### config.mk
export PLATFORM = sky130hd
export DESIGN_NAME = qcs_rst_seq
export DESIGN_NICKNAME = d
export VERILOG_FILES = /design/src/rtl/qcs_rst_seq_pkg.sv /design/src/rtl/qcs_rst_sync.sv /design/src/rtl/qcs_rst_seq.sv
export SDC_FILE = /design/constraint.sdc
export NUM_CORES = 1
export LEC_CHECK = 0
export CAP_MARGIN = 20
export CORE_UTILIZATION = 40
export CTS_CLUSTER_SIZE = 24
export DETAILED_ROUTE_END_ITERATION = 10
export PLACE_DENSITY_LB_ADDON = 0.25
export SKIP_CTS_REPAIR_TIMING = 1
export SLEW_MARGIN = 30
export SYNTH_ARGS = -nofsm -noshare
export SYNTH_HDL_FRONTEND = slang
export SYNTH_SLANG_ARGS = --single-unit
### constraint.sdc
create_clock -name clk -period 2.1 [get_ports clk]
set_input_delay 0.21 -clock clk [delete_from_list [all_inputs] [get_ports clk]]
set_output_delay 0.21 -clock clk [all_outputs]
set_load 0.05 [all_outputs]
### src/rtl/qcs_rst_seq_pkg.sv
// Shared types for the reset sequencer: FSM state encoding and a sizing helper.
package qcs_rst_seq_pkg;

    typedef enum logic [1:0] {
        HOLD,
        RELEASE,
        RUN,
        SW_ASSERT
    } state_e;

    function automatic int unsigned max_u(input int unsigned a, input int unsigned b);
        return (a > b) ? a : b;
    endfunction

endpackage

### src/rtl/qcs_rst_sync.sv
// Async-assert / sync-deassert reset synchroniser; output rises STAGES edges after release.
module qcs_rst_sync #(
    parameter int unsigned STAGES = 2
) (
    input  logic clk_i,
    input  logic rst_n_i,
    output logic rst_sync_n_o
);

    logic [STAGES-1:0] sync_q;

    always_ff @(posedge clk_i or negedge rst_n_i) begin
        if (!rst_n_i) begin
            sync_q <= '0;
        end else begin
            sync_q <= {sync_q[STAGES-2:0], 1'b1};
        end
    end

    assign rst_sync_n_o = sync_q[STAGES-1];

endmodule

### src/rtl/qcs_rst_seq.sv
// Reset sequencer: releases NUM_OUT block resets one at a time after a synchronised
// power-on reset, and re-runs the sequence on a 4-phase software reset handshake.
module qcs_rst_seq
    import qcs_rst_seq_pkg::*;
#(
    parameter int unsigned NUM_OUT     = 4,
    parameter int unsigned SYNC_STAGES = 2,
    parameter int unsigned STEP_DLY    = 16,
    parameter int unsigned SW_RST_MIN  = 8
) (
    input  logic               clk,
    input  logic               rst_n,
    input  logic               sw_rst_req,
    output logic               sw_rst_ack,
    output logic [NUM_OUT-1:0] rst_n_o,
    output logic [NUM_OUT-1:0] rst_o,
    output logic               rst_done
);

    localparam int unsigned CNT_W = $clog2(max_u(STEP_DLY, SW_RST_MIN) + 1);
    localparam int unsigned IDX_W = $clog2(NUM_OUT + 1);

    localparam logic [CNT_W-1:0] STEP_TC  = CNT_W'(STEP_DLY - 1);
    localparam logic [CNT_W-1:0] SW_TC    = CNT_W'(SW_RST_MIN - 1);
    localparam logic [CNT_W-1:0] SW_MAX   = CNT_W'(SW_RST_MIN);
    localparam logic [IDX_W-1:0] IDX_LAST = IDX_W'(NUM_OUT - 1);

    logic rst_sync_n;

    state_e             state_q,   state_d;
    logic [CNT_W-1:0]   cnt_q,     cnt_d;
    logic [IDX_W-1:0]   idx_q,     idx_d;
    logic [NUM_OUT-1:0] rst_n_o_q, rst_n_o_d;
    logic               ack_q,     ack_d;
    logic               done_q,    done_d;

    qcs_rst_sync #(
        .STAGES (SYNC_STAGES)
    ) u_sync (
        .clk_i        (clk),
        .rst_n_i      (rst_n),
        .rst_sync_n_o (rst_sync_n)
    );

    always_ff @(posedge clk or negedge rst_n) begin
        if (!rst_n) begin
            state_q   <= HOLD;
            cnt_q     <= '0;
            idx_q     <= '0;
            rst_n_o_q <= '0;
            ack_q     <= 1'b0;
            done_q    <= 1'b0;
        end else begin
            state_q   <= state_d;
            cnt_q     <= cnt_d;
            idx_q     <= idx_d;
            rst_n_o_q <= rst_n_o_d;
            ack_q     <= ack_d;
            done_q    <= done_d;
        end
    end

    always_comb begin
        state_d   = state_q;
        cnt_d     = cnt_q;
        idx_d     = idx_q;
        rst_n_o_d = rst_n_o_q;
        ack_d     = ack_q;
        done_d    = done_q;

        unique case (state_q)
            HOLD: begin
                rst_n_o_d = '0;
                if (rst_sync_n) begin
                    state_d = RELEASE;
                    cnt_d   = '0;
                    idx_d   = '0;
                end
            end

            RELEASE: begin
                if (cnt_q == STEP_TC) begin
                    cnt_d = '0;
                    // Loop compare avoids indexing with the wider idx counter.
                    for (int unsigned k = 0; k < NUM_OUT; k++) begin
                        if (idx_q == IDX_W'(k)) begin
                            rst_n_o_d[k] = 1'b1;
                        end
                    end
                    if (idx_q == IDX_LAST) begin
                        state_d = RUN;
                        done_d  = 1'b1;
                    end else begin
                        idx_d = idx_q + IDX_W'(1);
                    end
                end else begin
                    cnt_d = cnt_q + CNT_W'(1);
                end
            end

            RUN: begin
                if (sw_rst_req) begin
                    state_d   = SW_ASSERT;
                    rst_n_o_d = '0;
                    done_d    = 1'b0;
                    cnt_d     = '0;
                end
            end

            SW_ASSERT: begin
                if (!sw_rst_req && ack_q) begin
                    state_d = RELEASE;
                    ack_d   = 1'b0;
                    cnt_d   = '0;
                    idx_d   = '0;
                end else begin
                    // Counting continues even if req drops early, so the ack still pulses.
                    if (cnt_q != SW_MAX) begin
                        cnt_d = cnt_q + CNT_W'(1);
                    end
                    if (cnt_q == SW_TC) begin
                        ack_d = 1'b1;
                    end
                end
            end

            default: begin
                state_d = HOLD;
            end
        endcase
    end

    assign rst_n_o    = rst_n_o_q;
    assign rst_o      = ~rst_n_o_q;
    assign sw_rst_ack = ack_q;
    assign rst_done   = done_q;

endmodule

==> run summary, run 1 <==
The number of buffers inserted during clock tree synthesis was 3. The type of the most critical hold path was in -> async. Summing the areas of all fa, ha and maj instances in the mapped netlist gives 15.9% of the synthesized area.

The detailed router finished its first iteration with 10 violations. Setup slack closes at 0.266 ns. The pre-CTS worst setup slack is 0.294 ns, and the initial antenna violation count is 0.

In this run the count of I/O pins placed on the die edge is 13. The worst setup path endpoint was state_q[1]$_DFFE_PN0P_. Count of standard-cell rows: 18.

After detailed routing, the total wire length is 1910 µm. The number of library cell types mapped by synthesis is 31. In the synthesized netlist the dominant register cell turns out to be dfrtp_1. After Yosys synthesis, and, or, nand and nor cells account for 17.4% of the synthesized area. Sequential elements use 40.9% of the synthesized area. The tools report the first-pass iteration count of the detailed router as 4. The largest fanout of any net on the critical path is 4. The tools report the critical path capture point type as a flip-flop. For this run, the share of the core covered by cells in the final layout is 50.6%. The required time of the critical path is 2.29 ns, and the total standard cell area after synthesis is 1100 µm². In this run the critical register-to-register path is captured at state_q[1]$_DFFE_PN0P_. The number of global-route vias before repair is 765, and the HPWL after detailed placement is 1490 µm. In the routed layout, each cell is associated on average with a via count of 4.92. For this run, asynchronously set or reset flops after synthesis account for 100%. The synthesized netlist net count was 126; the maximum achievable frequency was 545 MHz.

Die height: 54.5 µm. The run gives 2.02 ns as the data arrival time of the critical path. The flow ran to the end, and the final reports show no timing, DRC or antenna violations.

The number of endpoints with negative hold slack in the final report was 0. After synthesis, the share of cell area in mux cells is 7.49%. After filler insertion, the fill cell instance count of the layout stands at 233. The number of antenna repair diodes was 0; the setup slack on the worst flop-to-flop path was 0.27 ns. Tracing the worst setup path back leads to its startpoint at cnt_q[1]$_DFFE_PN0P_. The biggest area consumer among synthesized cells was dfrtp_1.

The clock passes through at most 2 buffers. Clock-pin slew was measured on the worst setup and hold paths at 0.11 ns. The startpoint identified for the worst register-to-register timing path is cnt_q[1]$_DFFE_PN0P_.

After technology mapping, the gate count stands at 109. After synthesis, the largest family of logic cells by area is simple AND/OR/NAND/NOR gates. Setup total negative slack on the finished layout was measured at 0 ns.

The area fraction of the dominant cell type after synthesis was 40.9%; the overall die area was 2970 µm². The share of the cycle needed by the critical path after routing was 87.4%. Power per unit of standard cell area: 448 nW/µm². Summed over all layers, the global routing overflow is 0.

In the post-synthesis netlist, the biggest area contributors are dfrtp_1, ha_1, mux2i_1. Entering global routing, the biggest net connects 19 pins. At the end of routability-driven placement, the weighted congestion stood at 0.759.

The completed layout was analyzed and its total power is 0.577 mW. The cell sitting at the root of the clock tree is a clkbuf_4. CTS saw 18 sinks. The peak ir drop on the vdd network is 0.000244 V, and the number of pins with negative max-slew slack in the final report is 0. The port buffer count was 12; the layout overhead on the synthesized area was 16.9%. The worst setup path is of the reg -> reg kind. Effective utilization at floorplan: 43.3%. The source-to-sink clock delay at the later pin of the worst-skew pair came out at 0.29 ns. The number of enable flip-flop cells after synthesis is 0. The final net count is 142, and the horizontal extent of the die is 54.5 µm. For the via count, the log shows 757.

Summing the areas of all compound-gate instances in the mapped netlist gives 11.2% of the synthesized area. The tools report the static leakage as 0.617 nW. The worst setup skew after layout is 0.00708 ns.

The tools report the remaining design rule violation count as 0. In this run, placement finished with an instance count of 150. The logs give 16.0% for the total track usage and 0 for the number of setup violations in the final report. TritonCTS built the clock tree.

After detailed routing, the average wire length per cell comes to 12.4 µm. The first global-routing pass estimated 3340 µm of wire. Setup repair after global routing left no endpoint under its margin. In this run the remaining antenna-violating nets after routing total 0.

The tool flagged a number of max-cap violations equal to 0. The count of H-tree levels built during CTS was 1; the xor and xnor area share after synthesis was 0%. Of the cells placed in the final design, the portion with a size suffix greater than 1 is 11.3%. The tools report the placeable core region as 2540 µm².

The sort of element at the start of the critical path is a flip-flop. The shortest period the worst path allows was 1.83 ns; the post-synthesis average cell area was 10.1 µm². The number of cells in the finished layout apart from fillers was 154; the number of cells on the worst reg-to-reg path was 8.

The synthesis warning total was 0; the flop and latch count out of synthesis was 18.
area by class of cell:
class / instances / area [µm²] / area share, %
multi-input cells: 73 / 577 / 44.8
flip-flops and latches: 18 / 450 / 35.0
repair buffers: 13 / 128 / 9.90
inverters: 16 / 60.1 / 4.66
well taps: 30 / 37.5 / 2.91
clock buffers: 4 / 36.3 / 2.82
power breakdown:
group	total [mW]	switching (mW)	internal (mW)	leakage [nW]
Clock	0.214	0.108	0.106	0.0210
Combinational	0.0147	0.00888	0.00585	0.379
Sequential	0.349	0.000539	0.348	0.217
Yosys cell counts, drive strengths merged, types with 2 or more instances:
cell type and n:
ha 14, nor3 3, nand2 8, dfrtp 18, and3 3, a31o 2
and2b 3, mux2 2, nand2b 3, inv 16, nor2 8, mux2i 6
a21oi 9
worst min path at each step:
stage          slack, ns                        from                    endpoint
2_1_floorplan      -0.09                       rst_n        cnt_q[0]$_DFFE_PN0P_
5_1_grt             0.26                       rst_n      state_q[1]$_DFFE_PN0P_
4_1_cts             0.23                       rst_n      state_q[1]$_DFFE_PN0P_
6_report            0.24                       rst_n      state_q[1]$_DFFE_PN0P_
3_3_place_gp        0.33  u_sync.sync_q[0]$_DFF_PN0_  u_sync.sync_q[1]$_DFF_PN0_
3_5_place_dp        0.34  u_sync.sync_q[0]$_DFF_PN0_  u_sync.sync_q[1]$_DFF_PN0_
layout by cell type (no fill, tap or decap), types with 2 or more instances in the layout:
master | netlist | final
and3_1 | 2 | 2
nand2b_1 | 3 | 3
dfrtp_1 | 18 | 18
clkbuf_4 | 0 | 3
mux2i_1 | 6 | 6
a31o_1 | 2 | 2
clkdlybuf4s50_1 | 0 | 12
and2b_4 | 2 | 2
nand2_1 | 8 | 8
nor3_1 | 3 | 3
inv_1 | 15 | 15
a21oi_1 | 9 | 9
nor2_1 | 8 | 8
ha_1 | 14 | 14
flip-flops by register name, indices dropped and copies added, names as in the netlist:
name	flops
cnt_q	5
state_q	2
idx_q	3
rst_done	1
rst_n_o	4
sw_rst_ack	1
u_sync.sync_q	2
per-layer routing:
metal / part of all wire (%) / global-route usage (%) / wire [µm] / vias up
li1: - / - / - / 394
met1: 49 / 21.3 / 943 / 352
met2: 47 / 25.6 / 896 / 7
met3: 2.2 / 2.50 / 42 / 4
met4: 1.2 / 6.41 / 23 / 0
met5: 0 / 0 / 0 / -
cell families after synthesis:
| group | count (synthesis) |
|---|---|
| AOI/OAI and AO/OA | 18 |
| adders and majority gates | 14 |
| buffers and inverters | 18 |
| DFF | 18 |
| muxes | 8 |
| other | 1 |
| and+or+nand+nor | 32 |
per-stage QoR:
stage	area (µm²)	hold slack [ns]
2_1_floorplan	1100	-0.0856
3_3_place_gp	1250	0.333
3_5_place_dp	1250	0.336
4_1_cts	1290	0.234
5_1_grt	1290	0.261
6_report	1290	0.240
critical path, stage by stage, from the launching register on:
cell and delay [ns]:
dfrtp_1 0.38, ha_1 0.22, nand3_1 0.13, inv_1 0.08, ha_1 0.16, nand2_1 0.05, a21oi_1 0.16, and3_1 0.22
mux2_1 0.32
No activity file was read; power rests on OpenSTA's default activity.
==> run 2: changes to the inputs <==
- CORE_MARGIN: not set -> 2
- CORE_UTILIZATION: 40 -> 35
==> run 2 against run 1 <==
  * Sequential share of layout area fell by 0.47 points
  * Design area rose by 1.4%
  * Cell count rose by 9.1%
  * Count of clock-buffer cells in the layout did not move
  * Flip-flop and latch count did not move
  * Non-clock buffer count did not move
  * Clock skew rose by 0.0043 ns
  * Die area rose by 22%
  * Via count rose by 4.5%
  * Critical endpoint unchanged
  * First-iteration DRC count rose by 120%
  * Maximum frequency fell by 0.76%
==> run summary, run 2 (synthesized netlist as in run 1, its figures left out) <==
The number of endpoints with negative hold slack in the final report is 0, and the number of cells on the worst reg-to-reg path is 8. Measured against its own limit, the worst slew margin works out to 66.8%. Data on the critical path is required at its endpoint by 2.29 ns.

The number of max-capacitance violations reported came out at 0. The worst setup skew after layout came out at 0.0114 ns. The weighted congestion reported at the end of routability-driven placement is 0.762. The run gives 0 as the number of antenna repair diodes. For this run, the share of the core covered by cells in the final layout is 43.1%. For the finished layout, the period the worst path requires is 1.85 ns. The run gives 541 MHz as the maximum achievable frequency.

Power spread over the standard cell area amounts to 446 nW/µm². The horizontal extent of the die is 60.1 µm. The run finished with clean final reports.

The tools report the count of H-tree levels built during CTS as 1. The CTS clock-pin slew for the worst setup and hold paths is 0.12 ns, and the number of cells in the finished layout apart from fillers is 168. The cell sitting at the root of the clock tree is a clkbuf_4. The most common library cell in the layout ignoring fill and taps is dfrtp_1. The port buffer count is 12, and the share of the cycle needed by the critical path after routing is 88.0%. Data arrival time of the critical path: 2.04 ns. The total grt overflow is 0, and the number of top-level design ports is 13. The later pin in the worst-skew pair is clocked with a latency of 0.30 ns. After legalization and detailed placement, the total HPWL measured 1560 µm. The register with the most flip-flops in the layout has 5 of them.

The clock passes through at most 2 buffers. The floorplan step set the die height to 60.1 µm. Setup repair after global routing left no endpoint under its margin.

The layout overhead on the synthesized area works out to 18.5%. Number of buffers inserted during clock tree synthesis: 3. Counting tap cells, the placed design contains a total of 164 instances. The static leakage was 0.617 nW; the number of global-route vias before repair was 772. Number of pins with negative max-slew slack in the final report: 0. The tightest min-delay check is of the in -> async type. For the final routed database, the setup TNS stands at 0 ns.

The run gives 22 as the count of routing violations after the opening detailed-route iteration. Initial antenna violation count: 0. Summing over every cut layer, the via total after detailed routing is 791.

Signal routing reaches up to met4. After detailed routing, the number of vias per cell comes to 4.71. The first-pass iteration count of the detailed router was 4. TritonCTS built the clock tree. The filler cells instantiated in the layout total 299. After detailed routing, the average wire length per cell comes to 12.2 µm. The die covers 3610 µm².

Global routing consumed, over all layers together, 12.9% of the routing resources. The wire length on met3 came out at 62 µm. The sum of met2 wire segment lengths after detailed routing is 1020 µm, and the post-detailed-route count of antenna-violating nets is 0. Summing internal, switching and leakage power gives 0.583 mW. The destination of the worst register-to-register timing path was state_q[1]$_DFFE_PN0P_. The first global-routing pass estimated 3460 µm of wire. The top cell types in the final layout, fill and taps aside, are dfrtp_1, inv_1, ha_1.

Setup violations remaining at the end of the flow were counted as 0. VDD sags by at most 0.000314 V. The effective utilization at floorplan is 36.4%, and the largest fanout of any net on the critical path is 4. Across all register-to-register paths, the minimum setup slack is 0.25 ns. For this design, the sink count on the clock tree is 18. Sort of element at the start of the critical path: a flip-flop. Summed over all layers, the routed wires come to 2050 µm.

After floorplanning, the core was sized to cover 3030 µm². After the last flow step, the layout net total stands at 142. In the final routing, the length of wire on met1 measures 955 µm.

The largest net degree at the start of global routing came out at 19. The worst setup path is captured at a flip-flop. At the pin with the least slew margin, the transition time is 0.496 ns. In the final layout, the share of cells above drive strength 1 is 11.3%. The worst register-to-register path begins at cnt_q[0]$_DFFE_PN0P_.

Across all hold checks on the routed design, the worst slack comes to 0.219 ns. More flip-flops sit in one register than any other, and that register is cnt_q. The count of standard-cell rows came out at 20. In the routed design, unresolved DRC markers number 0. The worst setup path is of the reg -> reg kind.
[run 2: cell counts in the layout (fill, tap and decap cells not counted)]
No cell type changed its count.
[run 2: worst max-delay path by stage]
| stage | endpoint | cells past startpoint | slack, ns | from |
|---|---|---|---|---|
| global placement | state_q[1]$_DFFE_PN0P_ | 8 | 0.34 | cnt_q[0]$_DFFE_PN0P_ |
| detailed placement | state_q[1]$_DFFE_PN0P_ | 8 | 0.27 | cnt_q[1]$_DFFE_PN0P_ |
| floorplan | state_q[1]$_DFFE_PN0P_ | 8 | 0.43 | cnt_q[0]$_DFFE_PN0P_ |
| finish | state_q[1]$_DFFE_PN0P_ | 8 | 0.25 | cnt_q[0]$_DFFE_PN0P_ |
| global route | state_q[1]$_DFFE_PN0P_ | 8 | 0.08 | cnt_q[0]$_DFFE_PN0P_ |
| CTS | state_q[1]$_DFFE_PN0P_ | 8 | 0.25 | cnt_q[0]$_DFFE_PN0P_ |
[run 2: where the power goes]
part	leakage (nW)	internal (mW)	switching (mW)
Sequential	0.217	0.348	0.000565
Combinational	0.379	0.00586	0.00907
Clock	0.0210	0.106	0.113
Total	0.617	0.460	0.123
[run 2: stage by stage]
| step | area [µm²] | setup WS [ns] |
|---|---|---|
| finish | 1310 | 0.252 |
| global route | 1310 | 0.0752 |
| CTS | 1310 | 0.251 |
| detailed placement | 1270 | 0.273 |
| global placement | 1270 | 0.338 |
| floorplan | 1100 | 0.427 |
[run 2: area by class of cell]
cell class / instances / area [µm²] / area share [%]
Multi-Input combinational cell: 73 / 577 / 44.2
Sequential cell: 18 / 450 / 34.5
Timing Repair Buffer: 13 / 128 / 9.77
Inverter: 16 / 60.1 / 4.60
Tap cell: 44 / 55.1 / 4.21
Clock buffer: 4 / 36.3 / 2.78
[run 2: worst max-delay path, stage by stage (launching register included)]
cell and delay, ns:
dfrtp_1 0.38, ha_1 0.22, nand3_1 0.12, inv_1 0.08
ha_1 0.18, nand2_1 0.06, a21oi_1 0.17, and3_1 0.21
mux2_1 0.33
[run 2: per-layer routing]
layer / vias to the layer above / global-route usage, %
li1: 393 / -
met1: 382 / 17.1
met2: 14 / 20.5
met3: 2 / 3.90
met4: 0 / 2.86
met5: - / 0
==> variant 1, RTL diff (settings of run 2) <==
Change the parameter `NUM_OUT` from 4 to 8.
--- a/src/rtl/qcs_rst_seq.sv
+++ b/src/rtl/qcs_rst_seq.sv
@@ -3,7 +3,7 @@
 module qcs_rst_seq
     import qcs_rst_seq_pkg::*;
 #(
-    parameter int unsigned NUM_OUT     = 4,
+    parameter int unsigned NUM_OUT     = 8,
     parameter int unsigned SYNC_STAGES = 2,
     parameter int unsigned STEP_DLY    = 16,
     parameter int unsigned SW_RST_MIN  = 8
Interface: changed (resized rst_n_o and rst_o); port bits go from 13 to 21. No check against the original RTL was run, so the function may have changed too.
==> variant 1 against run 2 <==
  * Sequential share of layout area decreased by 0.58 points
  * Sequential cell count increased by 5
  * Area after synthesis increased by 24%
  * Final area increased by 30%
  * Wire length increased by 35%
  * Setup slack got worse by 0.065 ns
  * Global-route usage increased by 1.7 points
  * Power increased by 28%
  * Largest cell class unchanged
==> variant 1: results (changes against run 2) <==
- Status: finished, final reports clean
- First-pass GRT wire length: 4.93 mm (+43%)
- Synth Area in XOR/XNOR: 0% (unchanged)
- Number of buffers added on ports: 20 (+8)
- Filler cell count: 361 (+21%)
- Least-Margin Pin Slew: 0.500 ns (+0.00378 ns)
- Routed wire length: 2.76 mm (+35%)
- Diode count: 0 (unchanged)
- Total track usage: 14.5% (+1.7 points)
- Tightest Hold Check Type: input port to asynchronous set/reset pin
- Synth async-reset ratio: 100% (unchanged)
- Largest net degree at the start of global routing: 24 (+5)
- Final nets: 181 (+27%)
- Initial DRC Count: 34 (+55%)
- Top cells by area, synth: dfrtp_1, ha_1, inv_1
- Vias: 1069 (+35%)
- Cts bufs inserted: 3 (unchanged)
- Post-Syn Nets: 155 (+23%)
- Post-synthesis compound-gate area fraction: 15.0% (+3.7 points)
- Yosys warnings: 0 (unchanged)
- Fin Hold WS: 0.284 ns (+0.0652 ns)
- Sequential fraction of the synthesis area: 42.0% (+1.1 points)
- Worst Path Max Fanout: 5 (+1)
- Clk slew on worst S/H paths: 0.08 ns (-0.04 ns)
- CTS root buffer: clkbuf_8
- Distinct cells, synth: 41 (+32%)
- Clock Skew: 0.00121 ns (-0.0102 ns)
- Final HPWL DP: 2.13 mm (+36%)
- Post-Synth Adder-Cell Area: 11.9% (-4.0 points)
- Mux contribution to synthesized area: 6.02% (-1.5 points)
- Max VDD drop: 0.262 mV (-17%)
- Clk_lat worst skew: 0.27 ns (-0.03 ns)
- Fraction of layout cells with a size suffix above 1: 11.0% (-0.31 points)
- Routability cong.: 0.823 (+8.0%)
- LEAKAGE: 0.825 nW (+34%)
- Commonest cells in the netlist: dfrtp_1, inv_1, nand2_1
- R2R Setup Slk: 0.19 ns (-0.06 ns)
- Max reg flops: 8 (+3)
[variant 1: final timing paths]
| check | endpoint | start | depth (start not counted) |
|---|---|---|---|
| max | rst_n_o[6] | cnt_q[1] | 8 |
| min | u_sync.sync_q[0] | rst_n | 2 |
| max reg2reg | rst_n_o[6] | cnt_q[1] | 8 |
| min reg2reg | u_sync.sync_q[1] | u_sync.sync_q[0] | 0 |
| max in group asynchronous | rst_done | rst_n | 2 |
| min in group clk | u_sync.sync_q[1] | u_sync.sync_q[0] | 0 |
[variant 1: cell families (layout without fill, tap and decap cells)]
kind of cell | after synthesis | count (layout)
compound gates | 28 | 28
fa+ha+maj | 13 | 13
buf+inv | 21 | 46
flops | 23 | 23
mux | 8 | 8
other cells | 1 | 1
simple gates | 45 | 45
[variant 1: through the flow]
stage | worst slack (ns) | std cells | instance area, µm²
after CTS | 0.150 | 212 | 1690
after detailed placement | 0.186 | 208 | 1640
after global routing | 0.0196 | 212 | 1700
after global placement | 0.255 | 208 | 1640
after floorplan | 0.372 | 139 | 1370
final | 0.187 | 212 | 1700
[variant 1: final cells by class]
type	count	area (µm²)	share of cell area [%]
multi-input combinational	95	726	42.7
sequential	23	576	33.9
timing repair buffer	22	215	12.7
inverter	20	75.1	4.42
tap	48	60.1	3.54
clock buffer	3	41.3	2.43
clock inverter	1	5.00	0.295
[variant 1: power by group]
part	internal, mW	switching (mW)	total [mW]
Clock	0.133	0.146	0.279
Sequential	0.444	0.000432	0.445
Combinational	0.00708	0.0126	0.0197
[variant 1: routing by layer]
| layer | global-route usage, % | vias up | wire [µm] |
|---|---|---|---|
| li1 | - | 527 | - |
| met1 | 17.2 | 515 | 1270 |
| met2 | 25.1 | 22 | 1330 |
| met3 | 2.53 | 5 | 114 |
| met4 | 7.14 | 0 | 48 |
| met5 | 0 | - | 0 |
[variant 1: worst max-delay path, cell delays in order, from the launching register on]
cell	delay (ns)
dfrtp_1	0.39
ha_2	0.22
nand3_1	0.11
inv_1	0.08
ha_1	0.22
nand2b_4	0.17
o311ai_1	0.11
or3b_4	0.42
o21ai_1	0.12
==> variant 2, RTL diff (flow settings as in run 2) <==
Made on the original files. Encoding of `state_e`: now one-hot (4 bits for 4 states).
--- a/src/rtl/qcs_rst_seq_pkg.sv
+++ b/src/rtl/qcs_rst_seq_pkg.sv
@@ -1,11 +1,11 @@
 // Shared types for the reset sequencer: FSM state encoding and a sizing helper.
 package qcs_rst_seq_pkg;
 
-    typedef enum logic [1:0] {
-        HOLD,
-        RELEASE,
-        RUN,
-        SW_ASSERT
+    typedef enum logic [3:0] {
+        HOLD      = 4'b0001,
+        RELEASE   = 4'b0010,
+        RUN       = 4'b0100,
+        SW_ASSERT = 4'b1000
     } state_e;
 
     function automatic int unsigned max_u(input int unsigned a, input int unsigned b);
Formal check against the unedited RTL: no difference found for any inputs over 10 cycles, from zero or initial values and one cycle with rst_n low; not proved beyond that.
==> variant 2 against run 2 <==
  * Setup slack got worse by 0.060 ns
  * Utilization increased by 0.99 points
  * Non-clock buffer count increased by 10
  * Fmax decreased by 3.2%
  * Final area increased by 25%
  * Sequential cell count increased by 2
  * Area after synthesis increased by 23%
  * Wire length increased by 25%
  * Critical path type unchanged
Power is not compared: it rests on default switching activity, and its combinational part moved more than twofold at a synthesized area within 25%.
==> variant 2: results (changes against run 2) <==
- Number of buffers added on ports: 12 (unchanged)
- Tightest Hold Check Type: input port to asynchronous set/reset pin
- Synth async-reset ratio: 100% (unchanged)
- Fraction of layout cells with a size suffix above 1: 16.5% (+5.2 points)
- Top cells by area, synth: dfrtp_1, ha_1, inv_1
- Commonest cells in the netlist: dfrtp_1, inv_1, nor2_1
- Placed inst area: 1570 µm² (+24%)
- Final nets: 171 (+20%)
- Pre-antenna DRT Iters: 4 (unchanged)
- Max VDD drop: 0.482 mV
- Vias in the first global route: 1060 (+37%)
- Diode count: 0 (unchanged)
- Synth Area in XOR/XNOR: 0.648% (+0.65 points)
- Least-Margin Pin Slew: 0.535 ns (+0.0382 ns)
- Layout area overhead: 20.4%
- Post-synthesis compound-gate area fraction: 20.0% (+8.7 points)
- Largest net degree at the start of global routing: 16 (-3)
- Average wire per standard cell: 12.4 µm (+1.6%)
- Post-Syn Nets: 150 (+19%)
- LEAKAGE: 0.704 nW
- Sequential fraction of the synthesis area: 37.1% (-3.8 points)
- Distinct cells, synth: 45 (+45%)
- Largest Register: cnt_q
- Vias per cell: 5.04 (+7.1%)
- H-Tree Depth: 1 (unchanged)
- Clk slew on worst S/H paths: 0.08 ns (-0.04 ns)
- First-pass GRT wire length: 4.65 mm (+35%)
- Clock tree buffer depth: 2 (unchanged)
- Cts bufs inserted: 3 (unchanged)
- Max-Cap Viols: 0 (unchanged)
- Post-Layout Cell Count: 206 (+23%)
- Syn avg cell area: 9.80 µm² (-3.1%)
- Crit path DAT: 2.05 ns
- Mux contribution to synthesized area: 5.64% (-1.8 points)
- Routability cong.: 0.817 (+7.3%)
- Worst Path Max Fanout: 12 (+8)
- Clk_lat worst skew: 0.25 ns (-0.05 ns)
- Max reg flops: 5 (unchanged)
- Yosys warnings: 0 (unchanged)
- Clock Skew: 0.00417 ns (-0.00722 ns)
- Initial DRC Count: 26 (+18%)
- Status: finished, final reports clean
- CTS root buffer: clkbuf_8
- Post-Synth Adder-Cell Area: 8.33% (-7.6 points)
- Final HPWL DP: 2.04 mm (+30%)
- Initial antenna violation count: 0 (unchanged)
- Filler cell count: 361 (+21%)
- Total track usage: 13.7% (+0.82 points)
- Dpl cells: 202 (+23%)
- Most used DFF post-synth: dfrtp_1
- Switching Share: 43.0%
==> variant 2: cell count changes in the layout (fill, tap and decap cells not counted), sizes merged, moves of 2 or more <==
cell,change
a21boi,+4
a31o,-2
and2b,-3
and3,-2
and3b,+2
buf,+10
ha,-5
nor2,+2
nor2b,+3
nor3b,+3
nor4b,+2
o211ai,+3
o21ai,+8
o31ai,+2
==> variant 2: layout make-up <==
| type | count | share of cell area [%] |
|---|---|---|
| tap | 48 | 3.69 |
| clock buffer | 4 | 3.38 |
| sequential | 20 | 30.8 |
| multi-input combinational | 95 | 46.0 |
| timing repair buffer | 23 | 12.5 |
| inverter | 16 | 3.69 |
==> variant 2: cells by family after synthesis <==
kind of cell,Yosys count
DFF,20
other,1
adders and majority gates,9
xor gates and xnor gates,1
buffers and inverters,23
AOI/OAI and AO/OA,34
muxes,7
and+or+nand+nor,43
==> variant 2: per-stage QoR <==
stage          worst slack [ns]  hold WS (ns)
5_1_grt                  0.0553         0.333
3_5_place_dp              0.199         0.347
2_1_floorplan             0.317       -0.0856
3_3_place_gp              0.192         0.346
4_1_cts                   0.184         0.322
6_report                  0.191         0.300
==> variant 2: worst paths after layout <==
check                                 start               end  depth (start not counted)  slack (ns)
max                              state_q[0]          idx_q[2]                          6        0.19
min                                   rst_n          idx_q[0]                          1        0.30
max reg2reg                      state_q[0]          idx_q[2]                          6        0.19
min reg2reg                u_sync.sync_q[0]  u_sync.sync_q[1]                          0        0.36
max in group asynchronous             rst_n          cnt_q[4]                          2        1.27
min in group clk           u_sync.sync_q[0]  u_sync.sync_q[1]                          0        0.36
==> variant 2: critical path, cell delays in order (launching register included) <==
cell and delay [ns]:
dfstp_2 0.66, buf_4 0.19, nor4b_4 0.05, buf_4 0.17, o2bb2ai_4 0.17, nor3_4 0.23, mux2_4 0.32
==> variant 2: per-layer routing <==
| layer | GRT usage, % | part of all wire [%] | vias up | wire [µm] |
|---|---|---|---|---|
| met1 | 16.7 | 45 | 499 | 1140 |
| met3 | 1.53 | 3.0 | 2 | 77 |
| met4 | 4.59 | 0.55 | 0 | 14 |
| li1 | - | - | 517 | - |
| met5 | 0 | 0 | - | 0 |
| met2 | 24.8 | 52 | 21 | 1320 |
==> variant 2: power by group through the flow <==
| stage | Sequential, mW | Combinational, mW | Clock, mW |
|---|---|---|---|
| floorplan | 0.640 | 0.734 | 0 |
| detailed placement | 0.595 | 1.07 | 0 |
| global route | 0.604 | 1.17 | 0.323 |
| CTS | 0.586 | 1.07 | 0.307 |
| finish | 0.587 | 1.06 | 0.292 |
| global placement | 0.591 | 1.06 | 0 |
